===== config.mk =====
export PLATFORM = sky130hd
export DESIGN_NAME = bmc_frame_sequencer
export DESIGN_NICKNAME = d
export VERILOG_FILES = /design/src/rtl/bmc_pkg.sv /design/src/rtl/bmc_subframe_collector.sv /design/src/rtl/bmc_frame_sequencer.sv
export SDC_FILE = /design/constraint.sdc
export NUM_CORES = 1
export LEC_CHECK = 0
export BUFFER_PORTS_ARGS = -buffer_cell sky130_fd_sc_hd__buf_2
export CAP_MARGIN = 20
export CORE_MARGIN = 3
export CORE_UTILIZATION = 62
export CTS_BUF_LIST = sky130_fd_sc_hd__clkbuf_8 sky130_fd_sc_hd__clkbuf_16
export CTS_CLUSTER_DIAMETER = 120
export DETAILED_ROUTE_END_ITERATION = 7
export PLACE_DENSITY = 0.83
export SKIP_LAST_GASP = 1
export SLEW_MARGIN = 20
export SYNTH_ARGS = -nofsm -noshare
export SYNTH_HDL_FRONTEND = slang
export SYNTH_SLANG_ARGS = --single-unit
export TNS_END_PERCENT = 1

===== constraint.sdc =====
create_clock -name clk -period 17 [get_ports clk]
set_clock_uncertainty 0.1 [all_clocks]
set_input_delay 1.7 -clock clk [delete_from_list [all_inputs] [get_ports clk]]
set_output_delay 1.7 -clock clk [all_outputs]
set_load 0.01 [all_outputs]

===== src/rtl/bmc_pkg.sv =====
// bmc_pkg: shared slot map, FSM state type and the decoded-subframe record
// used by the biphase-mark frame sequencer and its subframe collector.
package bmc_pkg;

    // Slot positions inside the 28-slot subframe payload (arrival order).
    localparam int SLOT_V         = 24;
    localparam int SLOT_U         = 25;
    localparam int SLOT_C         = 26;
    localparam int SLOT_P         = 27;
    localparam int SUBFRAME_SLOTS = 28;

    // Sample field occupies slots 0..SLOT_V-1.
    localparam int SAMPLE_BITS    = SLOT_V;

    typedef enum logic {
        WAIT_A = 1'b0,
        WAIT_B = 1'b1
    } state_t;

    typedef struct packed {
        logic [SAMPLE_BITS-1:0] sample;
        logic                   v;
        logic                   u;
        logic                   c;
        logic [7:0]             frame;
        logic                   channel;
    } subframe_t;

endpackage


===== src/rtl/bmc_subframe_collector.sv =====
// bmc_subframe_collector: assembles one 28-slot subframe from the decoded
// bit stream, tracking slot position, subframe tag, idle timeout and parity.
//
// Ports:
//   clk, rst          system clock, async active-high reset
//   bit_valid         one decoded bit this cycle
//   bit_data          decoded bit value
//   bit_channel       0 = A, 1 = B
//   bit_frame         frame number 0..191
//   sf                assembled subframe (valid while sf_done is high)
//   sf_done           slot 27 accepted and parity good (combinational)
//   sf_err_short      subframe cut short by a tag change or idle timeout
//   sf_err_parity     slot 27 accepted with bad parity
module bmc_subframe_collector
    import bmc_pkg::*;
#(
    parameter int TIMEOUT_CYC = 256
) (
    input  logic       clk,
    input  logic       rst,
    input  logic       bit_valid,
    input  logic       bit_data,
    input  logic       bit_channel,
    input  logic [7:0] bit_frame,
    output subframe_t  sf,
    output logic       sf_done,
    output logic       sf_err_short,
    output logic       sf_err_parity
);

    localparam int            TW        = $clog2(TIMEOUT_CYC + 1);
    localparam logic [TW-1:0] IDLE_LOAD = TW'(TIMEOUT_CYC - 1);
    localparam logic [4:0]    LAST_SLOT = 5'(SLOT_P);

    logic [4:0]      cnt_q, cnt_d;
    logic [8:0]      tag_q, tag_d;
    logic [SLOT_C:0] shreg_q, shreg_d;
    logic            par_q, par_d;
    logic [TW-1:0]   idle_q, idle_d;

    logic [8:0]      tag_in;
    logic            busy;
    logic            tag_hit;

    assign tag_in  = {bit_frame, bit_channel};
    assign busy    = (cnt_q != 5'd0);
    assign tag_hit = (tag_in == tag_q);

    // Slots 0..26 are shifted in LSB-last, so after 27 shifts slot 0 sits at bit 0.
    always_comb begin
        sf.sample  = shreg_q[SLOT_V-1:0];
        sf.v       = shreg_q[SLOT_V];
        sf.u       = shreg_q[SLOT_U];
        sf.c       = shreg_q[SLOT_C];
        sf.frame   = tag_q[8:1];
        sf.channel = tag_q[0];
    end

    always_comb begin
        cnt_d         = cnt_q;
        tag_d         = tag_q;
        shreg_d       = shreg_q;
        par_d         = par_q;
        idle_d        = idle_q;
        sf_done       = 1'b0;
        sf_err_short  = 1'b0;
        sf_err_parity = 1'b0;

        if (bit_valid) begin
            idle_d = IDLE_LOAD;
            if (!busy || !tag_hit) begin
                // A tag change mid-subframe abandons the partial data; this
                // bit starts the next subframe.
                sf_err_short = busy;
                cnt_d        = 5'd1;
                tag_d        = tag_in;
                shreg_d      = {bit_data, shreg_q[SLOT_C:1]};
                par_d        = bit_data;
            end else if (cnt_q == LAST_SLOT) begin
                cnt_d         = 5'd0;
                sf_err_parity = par_q ^ bit_data;
                sf_done       = ~(par_q ^ bit_data);
            end else begin
                cnt_d   = cnt_q + 5'd1;
                shreg_d = {bit_data, shreg_q[SLOT_C:1]};
                par_d   = par_q ^ bit_data;
            end
        end else if (busy) begin
            if (idle_q == '0) begin
                sf_err_short = 1'b1;
                cnt_d        = 5'd0;
            end else begin
                idle_d = idle_q - TW'(1);
            end
        end
    end

    always_ff @(posedge clk or posedge rst) begin
        if (rst) begin
            cnt_q   <= '0;
            tag_q   <= '0;
            shreg_q <= '0;
            par_q   <= 1'b0;
            idle_q  <= '0;
        end else begin
            cnt_q   <= cnt_d;
            tag_q   <= tag_d;
            shreg_q <= shreg_d;
            par_q   <= par_d;
            idle_q  <= idle_d;
        end
    end

endmodule


===== src/rtl/bmc_frame_sequencer.sv =====
// bmc_frame_sequencer: pairs channel A/B subframes of the same frame into
// stereo samples, presents them through a one-deep valid/ready buffer,
// gathers channel-status bits and raises link error pulses.
//
// Ports:
//   clk, rst                 system clock, async active-high reset
//   bit_valid/data/channel   decoded bit stream from biphasemark_decode
//   bit_frame                decoder frame counter 0..191
//   pair_valid, pair_ready   output handshake
//   sample_l, sample_r       channel A / channel B samples
//   pair_frame, pair_vflag   frame number and OR of both V bits
//   cs_word, cs_valid        channel-status word and its update pulse
//   err_parity/seq/short/overflow  one-cycle error pulses
//
// Pairing FSM:
//   state  | meaning
//   WAIT_A | no A held; expecting a channel A subframe
//   WAIT_B | A held; expecting channel B of the same frame
module bmc_frame_sequencer
    import bmc_pkg::*;
#(
    parameter int SAMPLE_W    = 24,
    parameter int CS_BITS     = 32,
    parameter int TIMEOUT_CYC = 256
) (
    input  logic                clk,
    input  logic                rst,
    input  logic                bit_valid,
    input  logic                bit_data,
    input  logic                bit_channel,
    input  logic [7:0]          bit_frame,
    output logic                pair_valid,
    input  logic                pair_ready,
    output logic [SAMPLE_W-1:0] sample_l,
    output logic [SAMPLE_W-1:0] sample_r,
    output logic [7:0]          pair_frame,
    output logic                pair_vflag,
    output logic [CS_BITS-1:0]  cs_word,
    output logic                cs_valid,
    output logic                err_parity,
    output logic                err_seq,
    output logic                err_short,
    output logic                err_overflow
);

    localparam int IW = (CS_BITS > 1) ? $clog2(CS_BITS) : 1;

    subframe_t sf;
    logic      col_done;
    logic      col_err_short;
    logic      col_err_parity;

    bmc_subframe_collector #(
        .TIMEOUT_CYC (TIMEOUT_CYC)
    ) u_collector (
        .clk           (clk),
        .rst           (rst),
        .bit_valid     (bit_valid),
        .bit_data      (bit_data),
        .bit_channel   (bit_channel),
        .bit_frame     (bit_frame),
        .sf            (sf),
        .sf_done       (col_done),
        .sf_err_short  (col_err_short),
        .sf_err_parity (col_err_parity)
    );

    state_t                 state_q, state_d;
    logic [SAMPLE_BITS-1:0] a_sample_q, a_sample_d;
    logic                   a_v_q, a_v_d;
    logic [7:0]             a_frame_q, a_frame_d;

    logic [SAMPLE_W-1:0]    sample_l_q, sample_l_d;
    logic [SAMPLE_W-1:0]    sample_r_q, sample_r_d;
    logic [7:0]             pair_frame_q, pair_frame_d;
    logic                   pair_vflag_q, pair_vflag_d;
    logic                   pair_valid_q, pair_valid_d;

    logic [CS_BITS-1:0]     shadow_q, shadow_d;
    logic [CS_BITS-1:0]     mask_q, mask_d;
    logic [CS_BITS-1:0]     cs_word_q, cs_word_d;
    logic                   cs_valid_q, cs_valid_d;

    logic                   err_parity_q, err_parity_d;
    logic                   err_seq_q, err_seq_d;
    logic                   err_short_q, err_short_d;
    logic                   err_overflow_q, err_overflow_d;

    logic                   new_pair;
    logic [IW-1:0]          cs_idx;

    assign cs_idx = sf.frame[IW-1:0];

    always_comb begin
        state_d        = state_q;
        a_sample_d     = a_sample_q;
        a_v_d          = a_v_q;
        a_frame_d      = a_frame_q;
        sample_l_d     = sample_l_q;
        sample_r_d     = sample_r_q;
        pair_frame_d   = pair_frame_q;
        pair_vflag_d   = pair_vflag_q;
        pair_valid_d   = pair_valid_q;
        shadow_d       = shadow_q;
        mask_d         = mask_q;
        cs_word_d      = cs_word_q;
        cs_valid_d     = 1'b0;
        err_parity_d   = col_err_parity;
        err_short_d    = col_err_short;
        err_seq_d      = 1'b0;
        err_overflow_d = 1'b0;
        new_pair       = 1'b0;

        // Pairing FSM. A parity failure also drops any held A.
        if (col_err_parity) begin
            state_d = WAIT_A;
        end else if (col_done) begin
            case (state_q)
                WAIT_A: begin
                    if (!sf.channel) begin
                        a_sample_d = sf.sample;
                        a_v_d      = sf.v;
                        a_frame_d  = sf.frame;
                        state_d    = WAIT_B;
                    end else begin
                        err_seq_d = 1'b1;
                    end
                end
                WAIT_B: begin
                    if (!sf.channel) begin
                        // Newest A replaces the one still waiting for its B.
                        err_seq_d  = 1'b1;
                        a_sample_d = sf.sample;
                        a_v_d      = sf.v;
                        a_frame_d  = sf.frame;
                    end else begin
                        state_d = WAIT_A;
                        if (sf.frame == a_frame_q) begin
                            new_pair = 1'b1;
                        end else begin
                            err_seq_d = 1'b1;
                        end
                    end
                end
                default: state_d = WAIT_A;
            endcase
        end

        // One-deep output buffer; a pair arriving while the old one is
        // still unaccepted overwrites it.
        if (new_pair) begin
            sample_l_d     = SAMPLE_W'(a_sample_q);
            sample_r_d     = SAMPLE_W'(sf.sample);
            pair_frame_d   = sf.frame;
            pair_vflag_d   = a_v_q | sf.v;
            pair_valid_d   = 1'b1;
            err_overflow_d = pair_valid_q & ~pair_ready;
        end else if (pair_valid_q && pair_ready) begin
            pair_valid_d = 1'b0;
        end

        // Channel status from good A subframes in frames 0..CS_BITS-1.
        if (col_done && !sf.channel && (32'(sf.frame) < CS_BITS)) begin
            if (sf.frame == 8'd0) begin
                mask_d = '0;
            end
            mask_d[cs_idx]   = 1'b1;
            shadow_d[cs_idx] = sf.c;
            if ((32'(sf.frame) == CS_BITS - 1) && (&mask_d)) begin
                cs_word_d  = shadow_d;
                cs_valid_d = 1'b1;
            end
        end
    end

    always_ff @(posedge clk or posedge rst) begin
        if (rst) begin
            state_q        <= WAIT_A;
            a_sample_q     <= '0;
            a_v_q          <= 1'b0;
            a_frame_q      <= '0;
            sample_l_q     <= '0;
            sample_r_q     <= '0;
            pair_frame_q   <= '0;
            pair_vflag_q   <= 1'b0;
            pair_valid_q   <= 1'b0;
            shadow_q       <= '0;
            mask_q         <= '0;
            cs_word_q      <= '0;
            cs_valid_q     <= 1'b0;
            err_parity_q   <= 1'b0;
            err_seq_q      <= 1'b0;
            err_short_q    <= 1'b0;
            err_overflow_q <= 1'b0;
        end else begin
            state_q        <= state_d;
            a_sample_q     <= a_sample_d;
            a_v_q          <= a_v_d;
            a_frame_q      <= a_frame_d;
            sample_l_q     <= sample_l_d;
            sample_r_q     <= sample_r_d;
            pair_frame_q   <= pair_frame_d;
            pair_vflag_q   <= pair_vflag_d;
            pair_valid_q   <= pair_valid_d;
            shadow_q       <= shadow_d;
            mask_q         <= mask_d;
            cs_word_q      <= cs_word_d;
            cs_valid_q     <= cs_valid_d;
            err_parity_q   <= err_parity_d;
            err_seq_q      <= err_seq_d;
            err_short_q    <= err_short_d;
            err_overflow_q <= err_overflow_d;
        end
    end

    assign pair_valid   = pair_valid_q;
    assign sample_l     = sample_l_q;
    assign sample_r     = sample_r_q;
    assign pair_frame   = pair_frame_q;
    assign pair_vflag   = pair_vflag_q;
    assign cs_word      = cs_word_q;
    assign cs_valid     = cs_valid_q;
    assign err_parity   = err_parity_q;
    assign err_seq      = err_seq_q;
    assign err_short    = err_short_q;
    assign err_overflow = err_overflow_q;

endmodule


==> key figures, run 1 <==
Setup path
  – Endpoint class of the critical path: flop
  – CP arrival: between 4 and 5 ns
  – Crit path buf inv count: 1
  – CP max FO: 22
  – Critical setup path kind: reg2reg
  – Worst path required time: around 17 ns
  – Cells along the critical path: nor3b_2 > nand2_1 > a21boi_1 > or4_4 > nor4_4 > buf_4 > mux2_2
  – Crit-path slowest cell: nor4_4
  – Crit path max-delay family: simple AND/OR/NAND/NOR gates
  – R2R setup slack: 12.31 ns
  – CP Launch Type: flop
  – Crit-path max cell delay: 0.93 ns

STA
  – Max Fclk: 0.213 GHz
  – Setup_tns: 0 ns
  – Fin crit period: around 4.7 ns
  – Final setup viols: 0
  – Worst slew pin tran: around 1.0 ns
  – RSZ-0062 raised after global routing: false
  – Fin. max-slew vios: 0
  – Final hold vios: 0
  – Period utilisation layout: between 20% and 30%
  – Slew margin rel.: a little under a third

Floorplanning
  – Core outline area: ~17000 um^2
  – Starting density of the core: between 60% and 70%
  – Rows: 47
  – Die X-Extent: roughly 140 um
  – Die height: roughly 140 um
  – Die Area: 19300 um^2
  – I/O Pins: 109

Clocking
  – CTS Buffer Depth: 3
  – Clk Latency, worst-skew pair: ~0.53 ns
  – Post CTS Setup Buffer Count: 0
  – Clock Pin Slew Worst Setup and Hold Paths: 0.06 ns
  – TritonCTS clock tree: built
  – Hold-fix buffers, CTS: 0
  – TritonCTS Sinks: 243
  – CTS resizes: 0
  – Total CTS buffers: 25
  – Clock root cell: clkbuf_16
  – Htree depth: 1

Cells and area
  – Commonest non-fill, non-tap cell in the layout: dfrtp_1
  – Commonest non-fill, non-tap cells in the layout: dfrtp_1 (243), mux2_2 (186), buf_2 (108)
  – Fin cells: ~1.2k
  – Layout cells sized above 1: 42.3%
  – P&R area growth vs syn: 13.7%
  – Antenna cells: 0
  – Layout Nets: between 900 and 1k

Placed design
  – Dpl cells: between 1k and 1.5k
  – Gpl congestion: roughly 0.90
  – IO Port Bufs: approximately 110
  – DP Wirelength: around 14000 um

Run
  – Max_cap viols: 0

Logic synthesis
  – Cells after Synth: between 800 and 900
  – Mapped Area: 11000 um^2
  – Syn nets: approximately 860
  – Syn_area_per_cell: about 13 um^2
  – Post-synth EDFFs: 0
  – Async S/R FF share, synth: 100%
  – Sequential share of the synthesized area: 55.5%
  – Ys flop type: dfrtp_1
  – Yosys reg bits: between 200 and 250
  – Number of distinct library cells after synthesis: 51
  – Ys Warns: 0

Power and ir drop
  – Peak supply drop: 0.0000738 V
  – Clk pwr share: approximately 44%
  – PwrDens: 105 nW/um^2
  – Switching share of power: between 20% and 30%
  – Power share of the sequential group: around half
  – Int Pwr: between 0.0009 and 0.001 W
  – Comb power frac: under 10%
  – Switching power: ~0.00032 W
  – Leak: roughly 6.2 nW

Route
  – DR DRC count: 0
  – Routed Antenna Nets: 0
  – WL per Instance: 19.7 um
  – WL final: about 23000 um
  – TritonRoute pass-1 iters: 5
  – 1st-iter DRT viols: 504
  – Vias per Instance: about 6.0
  – Via count: 7067

GRT
  – Vias in the first global route: around 7.5k
  – Grt ovf: 0
  – Largest net degree at the start of global routing: 100
  – First-pass GRT wire length: between 30000 and 40000 um
  – Initial antenna violation count: 0
  – Total GRT Usage: 24.0%

Outcome
  – Outcome: completed

Worst hold path
  – Worst hold path type: reg2reg
## final cells by class
class,count,area [um^2]
clock inverters,15,168
clock buffers,31,708
multi-input cells,532,4540
flip-flops and latches,243,6080
repair buffers,122,646
fillers,1132,4480
well taps,220,275
inverters,7,33.8
## registers in the layout, summed over array words and instances (netlist names), 24 cells and up
name and flops:
u_collector.shreg_q 27, shadow_q 32, mask_q 31, sample_r 24, a_sample_q 24, cs_word 32, sample_l 24
## cells by family after synthesis
| family | count (synthesis) | share of synthesized area, % |
|---|---|---|
| DFF | 243 | 55.5 |
| muxes | 218 | 23.4 |
| and+or+nand+nor | 194 | 9.84 |
| AOI/OAI and AO/OA | 91 | 5.69 |
| buffers and inverters | 64 | 3.11 |
| xor gates and xnor gates | 26 | 2.08 |
| adders and majority gates | 3 | 0.343 |
## synthesized netlist by cell type, drive strengths merged (2+ instances only)
library cell,number,area share [%]
o21bai,2,0.14
a21o,9,0.62
dfrtp,243,56
nand4b,2,0.16
a31oi,6,0.34
a21bo,8,0.73
nor2b,2,0.11
nor3,13,0.59
xnor2,21,1.7
inv,7,0.24
nand2,52,1.8
mux2,216,23
a32oi,3,0.24
nor2,21,0.72
mux2i,2,0.18
a22o,15,1.2
or4,4,0.31
or3,2,0.11
nand3,36,1.7
a21oi,24,1.1
buf,38,2.2
nand4,8,0.46
nor4,15,1.1
nor4b,4,0.38
nor3b,8,0.69
and2,4,0.23
and3,2,0.11
and3b,4,0.32
xor2,5,0.40
nand2b,15,0.88
clkbuf,19,0.65
o21ai,17,0.78
ha,3,0.34
a32o,2,0.18
## worst register-to-register path: stages, from the launching register on
cell      delay (ns)
dfrtp_1         0.86
nor3b_2         0.83
nand2_1         0.23
a21boi_1        0.20
or4_4           0.51
nor4_4          0.93
buf_4           0.52
mux2_2          0.39
## path summary, 6_finish.rpt
check / start / to / cells after the start
setup / recovery: u_collector.tag_q[4]$_DFFE_PP0P_ / cs_word[31]$_DFFE_PP0P_ / 7
hold / removal: mask_q[3]$_DFFE_PP0P_ / mask_q[3]$_DFFE_PP0P_ / 1
setup reg to reg: u_collector.tag_q[4]$_DFFE_PP0P_ / cs_word[31]$_DFFE_PP0P_ / 7
hold reg to reg: mask_q[3]$_DFFE_PP0P_ / mask_q[3]$_DFFE_PP0P_ / 1
max in group asynchronous: rst / err_parity$_DFF_PP0_ / 3
min in group asynchronous: rst / cs_word[22]$_DFFE_PP0P_ / 2
## layer usage
layer | track usage [%] | part of all wire (%)
met1 | 32.9 | 43
met4 | 6.85 | 2.5
met5 | 0 | 0
met2 | 39.2 | 48
met3 | 5.41 | 7.1
## stage by stage
step | total power (W) | hold slack (ns) | utilization [%] | setup slack (ns) | cell area (um^2)
after detailed placement | 0.000745 | 0.376 | 68.3 | 11.92 | 11600
after CTS | 0.00132 | 0.381 | 73.5 | 12.36 | 12500
after global routing | 0.00136 | 0.406 | 73.5 | 12.05 | 12500
after floorplan | 0.000716 | 0.350 | - | 8.53 | 11000
after global placement | 0.000741 | 0.365 | 68.3 | 12.00 | 11600
final | 0.00131 | 0.381 | 73.5 | 12.31 | 12500
## power groups by stage
stage          clock (W)  sequential (W)  combinational, W
5_1_grt         0.000606        0.000649          0.000102
3_5_place_dp           0        0.000653         0.0000921
2_1_floorplan          0        0.000639         0.0000777
3_3_place_gp           0        0.000652         0.0000891
4_1_cts         0.000580        0.000644         0.0000932
6_report        0.000574        0.000644         0.0000922
Power figures use the tool's default switching activity.
==> inputs of run 2 (changes only) <==
- CORE_UTILIZATION: 62 -> 59
- PLACE_DENSITY: 0.83 -> 0.8
- clock period: 17 -> 4.6 ns (I/O delays scaled with it)
==> key figures, run 2 (synthesized netlist as in run 1, its figures left out) <==
Clocking
  – Total CTS buffers: 24 (-4.0%)
  – CTS Buffer Depth: 3 (unchanged)
  – Clk Latency, worst-skew pair: 0.53 ns (about the same)
  – TritonCTS Sinks: 243 (unchanged)
  – Htree depth: 1 (unchanged)
  – Clock root cell: clkbuf_16
  – Post CTS Setup Buffer Count: 0 (unchanged)
  – Clock Pin Slew Worst Setup and Hold Paths: 0.07 ns (about the same)
  – TritonCTS clock tree: built

Route
  – Via count: 7036 (-0.44%)
  – 1st-iter DRT viols: 518 (+2.8%)
  – DR DRC count: 0 (unchanged)
  – TritonRoute pass-1 iters: 5 (unchanged)
  – WL final: 23200 um (+0.73%)
  – Routed Antenna Nets: 0 (unchanged)
  – WL per Instance: 19.6 um (-0.46%)
  – Vias per Instance: 5.94 (-1.6%)

Setup path
  – Cells along the critical path: nor3b_2 > a21o_1 > a32oi_1 > or4_4 > nor4_4 > buf_4 > mux2_4
  – CP arrival: 3.89 ns (-1.10 ns)
  – CP max FO: 20 (-9.1%)
  – Critical setup path kind: reg2reg
  – Crit-path slowest cell: dfrtp_1
  – Worst path required time: 4.90 ns (-12.40 ns)
  – CP Launch Type: flop
  – Endpoint class of the critical path: flop
  – Crit-path max cell delay: 0.73 ns (-0.20 ns)

Cells and area
  – Fillers: 1239 (+9.5%)
  – P&R area growth vs syn: 14.0%
  – Layout Nets: 955 (+0.74%)
  – Antenna cells: 0 (unchanged)
  – Sequential cell area: 6080 um^2 (unchanged)
  – Design Area, Final: 12500 um^2 (+0.21%)
  – Layout cells sized above 1: 42.3% (about the same)
  – Commonest non-fill, non-tap cells in the layout: dfrtp_1 (243), mux2_2 (186), buf_2 (108)
  – Commonest non-fill, non-tap cell in the layout: dfrtp_1
  – Multi-input gate area: 4540 um^2 (-0.11%)

Floorplanning
  – Starting density of the core: 60.6% (-4.1 points)
  – Die height: 142 um (+2.4%)
  – Core outline area: 18100 um^2 (+6.8%)
  – Die Area: 20200 um^2 (+4.9%)
  – Die X-Extent: 142 um (+2.4%)
  – Rows: 49 (+4.3%)
  – I/O Pins: 109 (unchanged)

STA
  – Fin. max-slew vios: 0 (unchanged)
  – Period utilisation layout: 78.0% (+50 points)
  – Final setup viols: 0 (unchanged)
  – Slew margin rel.: 45.3% (+15 points)
  – Max Fclk: 0.279 GHz (+31%)
  – Final hold vios: 0 (unchanged)
  – RSZ-0062 raised after global routing: false
  – Setup_tns: 0 ns (unchanged)
  – Worst slew pin tran: 0.820 ns (-0.217 ns)
  – Fin crit period: 3.59 ns (-1.10 ns)

GRT
  – Initial antenna violation count: 0 (unchanged)
  – Grt ovf: 0 (unchanged)
  – Vias in the first global route: 7250 (-3.5%)
  – First-pass GRT wire length: 38200 um (-1.7%)
  – Largest net degree at the start of global routing: 129 (+29%)
  – Total GRT Usage: 23.1% (-0.93 points)

Placed design
  – IO Port Bufs: 108 (unchanged)
  – DP Wirelength: 15000 um (+4.3%)
  – Area after DPL: 11600 um^2 (+0.63%)
  – Gpl congestion: 0.938 (+3.9%)

Worst hold path
  – Worst hold path type: in2reg

Power and ir drop
  – PwrDens: 381 nW/um^2 (+260%)
  – Peak supply drop: 0.000289 V (+290%)
  – Leak: 6.26 nW (+0.27%)

Run
  – Max_cap viols: 0 (unchanged)

Outcome
  – Outcome: completed
==> run 2: layout make-up <==
| cell class | count | area share (%) |
|---|---|---|
| clock buffers | 29 | 5.36 |
| clock inverters | 14 | 1.24 |
| inverters | 7 | 0.241 |
| multi-input cells | 532 | 36.4 |
| flip-flops and latches | 243 | 48.7 |
| well taps | 229 | 2.30 |
| repair buffers | 130 | 5.77 |
==> run 2: metal layers <==
layer	wire, um	up-vias	global-route usage [%]
li1	-	3208	-
met3	1410	52	3.43
met4	596	0	6.57
met5	0	-	0
met2	10900	220	36.7
met1	10300	3556	33.7
==> run 2: power breakdown <==
part           internal (W)  switching, W
Sequential          0.00225      0.000133
Clock               0.00120      0.000823
Combinational      0.000151      0.000191
Total               0.00360       0.00115
==> run 2: final timing paths <==
| kind | from | cells after the start | endpoint | slack, ns |
|---|---|---|---|---|
| setup / recovery | u_collector.tag_q[3]$_DFFE_PP0P_ | 7 | cs_word[21]$_DFFE_PP0P_ | 1.01 |
| hold / removal | bit_frame[0] | 3 | u_collector.tag_q[1]$_DFFE_PP0P_ | 0.08 |
| setup reg to reg | u_collector.tag_q[3]$_DFFE_PP0P_ | 7 | cs_word[21]$_DFFE_PP0P_ | 1.01 |
| hold reg to reg | mask_q[9]$_DFFE_PP0P_ | 2 | mask_q[9]$_DFFE_PP0P_ | 0.39 |
| max in group asynchronous | rst | 4 | cs_word[8]$_DFFE_PP0P_ | 2.74 |
| min in group asynchronous | rst | 3 | sample_r[19]$_DFFE_PP0P_ | 0.45 |
==> run 2: through the flow <==
stage	util (%)	hold WS (ns)	power, W	worst slack [ns]	cells
after global routing	69.0	0.101	0.00493	0.814	1184
after global placement	64.4	0.363	0.00274	1.19	1140
after floorplan	-	0.350	0.00265	0.850	839
final	69.0	0.0848	0.00475	1.01	1184
after CTS	69.0	0.0700	0.00478	1.02	1184
after detailed placement	64.4	0.382	0.00276	1.05	1140
==> run 2: worst max-delay path, delay by kind of cell, from the launching register on <==
kind	cells	cell delay (ns)
and+or+nand+nor	3	1.63
buffers and inverters	1	0.40
DFF	1	0.73
AOI/OAI and AO/OA	2	0.25
muxes	1	0.35
==> run 2: timing repair <==
action / CTS / global route
endpoints found under the setup margin: 0 / 0
hold buffers: 1 / 0
gates resized for setup: 0 / 0
hold endpoints to repair: 24 / 0
==> inputs of run 3 (changes only) <==
- CORE_UTILIZATION: 59 -> 53
- PLACE_DENSITY: 0.8 -> 0.76
- clock period: 4.6 -> 3 ns (I/O delays scaled with it)
==> key figures, run 3 (synthesized netlist as in run 1, its figures left out) <==
Outcome
  – Outcome: finished, violations left
  – Failing checks: negative setup slack

Setup path
  – Worst R2R Start: u_collector.tag_q[2]$_DFFE_PP0P_
  – CP max FO: 18 (-10%)
  – Crit-path slowest cell: dfrtp_2
  – Endpoint class of the critical path: flop
  – Crit path buf inv count: 3 (+2)
  – Crit path top cell by count: buf_4
  – Critical Path Start: u_collector.tag_q[2]$_DFFE_PP0P_
  – Crit-path max cell delay: 0.52 ns (-0.21 ns)
  – Cells along the critical path: nor3b_2 > buf_4 > a21oi_1 > nor4_1 > nand4_1 > nor4_4 > buf_4 > buf_12 > mux2_4
  – Worst path required time: 3.29 ns (-1.61 ns)
  – CP arrival: 3.32 ns (-0.57 ns)
  – Crit path max-delay family: simple AND/OR/NAND/NOR gates
  – CP Launch Type: flop
  – Critical setup path kind: reg2reg

Route
  – Routed Antenna Nets: 0 (unchanged)
  – WL final: 23300 um (+0.39%)
  – WL per Instance: 18.4 um (-6.0%)
  – 1st-iter DRT viols: 502 (-3.1%)
  – TritonRoute pass-1 iters: 5 (unchanged)
  – Vias per Instance: 5.65 (-5.0%)
  – DR DRC count: 0 (unchanged)
  – Via count: 7137 (+1.4%)

STA
  – Period utilisation layout: 101% (+23 points)
  – PnR worst setup slack: -0.0271 ns (-1.04 ns)
  – Setup_tns: -0.271 ns (-0.271 ns)
  – Slew margin rel.: 55.1% (+9.8 points)
  – RSZ-0062 raised after global routing: true
  – Worst slew pin tran: 0.672 ns (-0.148 ns)
  – Final setup viols: 20 (+20)
  – Max Fclk: 0.330 GHz (+19%)
  – Fin. max-slew vios: 0 (unchanged)
  – Final hold vios: 0 (unchanged)
  – Fin crit period: 3.03 ns (-0.561 ns)

Floorplanning
  – Die height: 150 um (+5.3%)
  – Core outline area: 19900 um^2 (+10%)
  – I/O Pins: 109 (unchanged)
  – Starting density of the core: 55.0% (-5.5 points)
  – Die X-Extent: 150 um (+5.3%)
  – Rows: 51 (+4.1%)
  – Die Area: 22400 um^2 (+11%)

Worst hold path
  – Hold_sp: bit_data
  – Worst hold path type: in2reg

Power and ir drop
  – PwrDens: 561 nW/um^2 (+47%)
  – Leak: 6.51 nW (+4.0%)
  – Peak supply drop: 0.000357 V (+23%)

Clocking
  – TritonCTS Sinks: 243 (unchanged)
  – Clock Pin Slew Worst Setup and Hold Paths: 0.06 ns (about the same)
  – Total CTS buffers: 25 (+4.2%)
  – Clock root cell: clkbuf_16
  – Htree depth: 1 (unchanged)
  – CTS Buffer Depth: 3 (unchanged)
  – Clk Latency, worst-skew pair: 0.53 ns (about the same)
  – TritonCTS clock tree: built

GRT
  – First-pass GRT wire length: 38100 um (about the same)
  – Largest net degree at the start of global routing: 67 (-48%)
  – Total GRT Usage: 20.9% (-2.2 points)
  – Initial antenna violation count: 0 (unchanged)
  – Grt ovf: 0 (unchanged)
  – Vias in the first global route: 7201 (-0.68%)

Cells and area
  – P&R area growth vs syn: 18.9%
  – Layout cells sized above 1: 44.4% (+2.1 points)
  – Fillers: 1481 (+20%)
  – Commonest non-fill, non-tap cell in the layout: dfrtp_1
  – Antenna cells: 0 (unchanged)
  – Fin cells: 1264 (+6.8%)
  – Commonest non-fill, non-tap cells in the layout: dfrtp_1 (240), mux2_2 (186), buf_2 (108)
  – Layout Nets: 1001 (+4.8%)

Placed design
  – Dpl cells: 1206 (+5.8%)
  – IO Port Bufs: 108 (unchanged)
  – Gpl congestion: 0.962 (+2.5%)
  – DP Wirelength: 15200 um (+1.8%)

Run
  – Max_cap viols: 0 (unchanged)
## run 3: changes by cell type in the layout (fill, tap and decap cells not counted), moves of 2 or more
| cell | delta |
|---|---|
| nor2b_2 | +2 |
| dfrtp_1 | -3 |
| dlygate4sd3_1 | +10 |
| buf_12 | +10 |
| nor2b_1 | -2 |
| buf_4 | +25 |
| dfrtp_2 | +3 |
## run 3: cell type report
cell class                 count  area (um^2)  area share, %
inverter                       7         30.0          0.231
clock inverter                12          108          0.827
multi-input combinational    532         4560           35.0
clock buffer                  30          694           5.34
sequential                   243         6080           46.7
tap                          265          332           2.55
timing repair buffer         175         1210           9.29
## run 3: metrics by stage
stage | hold WS (ns) | worst slack (ns) | cell area, um^2 | power, W | utilization (%)
2_1_floorplan | 0.321 | -0.590 | 11000 | 0.00406 | -
3_3_place_gp | 0.338 | 0.139 | 12000 | 0.00426 | 60.5
3_5_place_dp | 0.336 | 0.0558 | 12000 | 0.00429 | 60.5
4_1_cts | 0.00707 | 0.0355 | 13000 | 0.00734 | 65.1
5_1_grt | 0.0221 | -0.0323 | 13000 | 0.00759 | 65.4
6_report | 0.0336 | -0.0271 | 13000 | 0.00730 | 65.4
## run 3: timing repair
item                                    CTS  global route
resized for setup                         1             7
endpoints found under the setup margin    1            60
buffers inserted                          0             5
hold buffers                             11             0
pin swaps                                 0             1
cloned                                    0             0
hold endpoints to repair                 35             0
## run 3: final timing paths
check	slack, ns	endpoint	depth (start not counted)
worst max register to register	-0.03	cs_word[21]$_DFFE_PP0P_	9
worst min-delay path	0.03	u_collector.shreg_q[26]$_DFFE_PP0P_	2
worst max-delay path	-0.03	cs_word[21]$_DFFE_PP0P_	9
min in group asynchronous	0.32	u_collector.shreg_q[18]$_DFFE_PP0P_	3
max in group asynchronous	1.66	pair_frame[1]$_DFFE_PP0P_	4
worst min register to register	0.39	mask_q[9]$_DFFE_PP0P_	2
## run 3: per-layer routing
metal  wire, um  vias up  track usage, %
met4        537        0            5.03
li1           -     3287               -
met2      10800      215            33.0
met3       1280       55            3.00
met5          0        -               0
met1      10600     3580            30.9
## run 3: where the power goes
| part | leakage, nW | internal, W | switching [W] |
|---|---|---|---|
| Combinational | 2.81 | 0.000293 | 0.000320 |
| Sequential | 3.28 | 0.00345 | 0.000189 |
| Clock | 0.419 | 0.00180 | 0.00124 |
| Total | 6.51 | 0.00554 | 0.00175 |
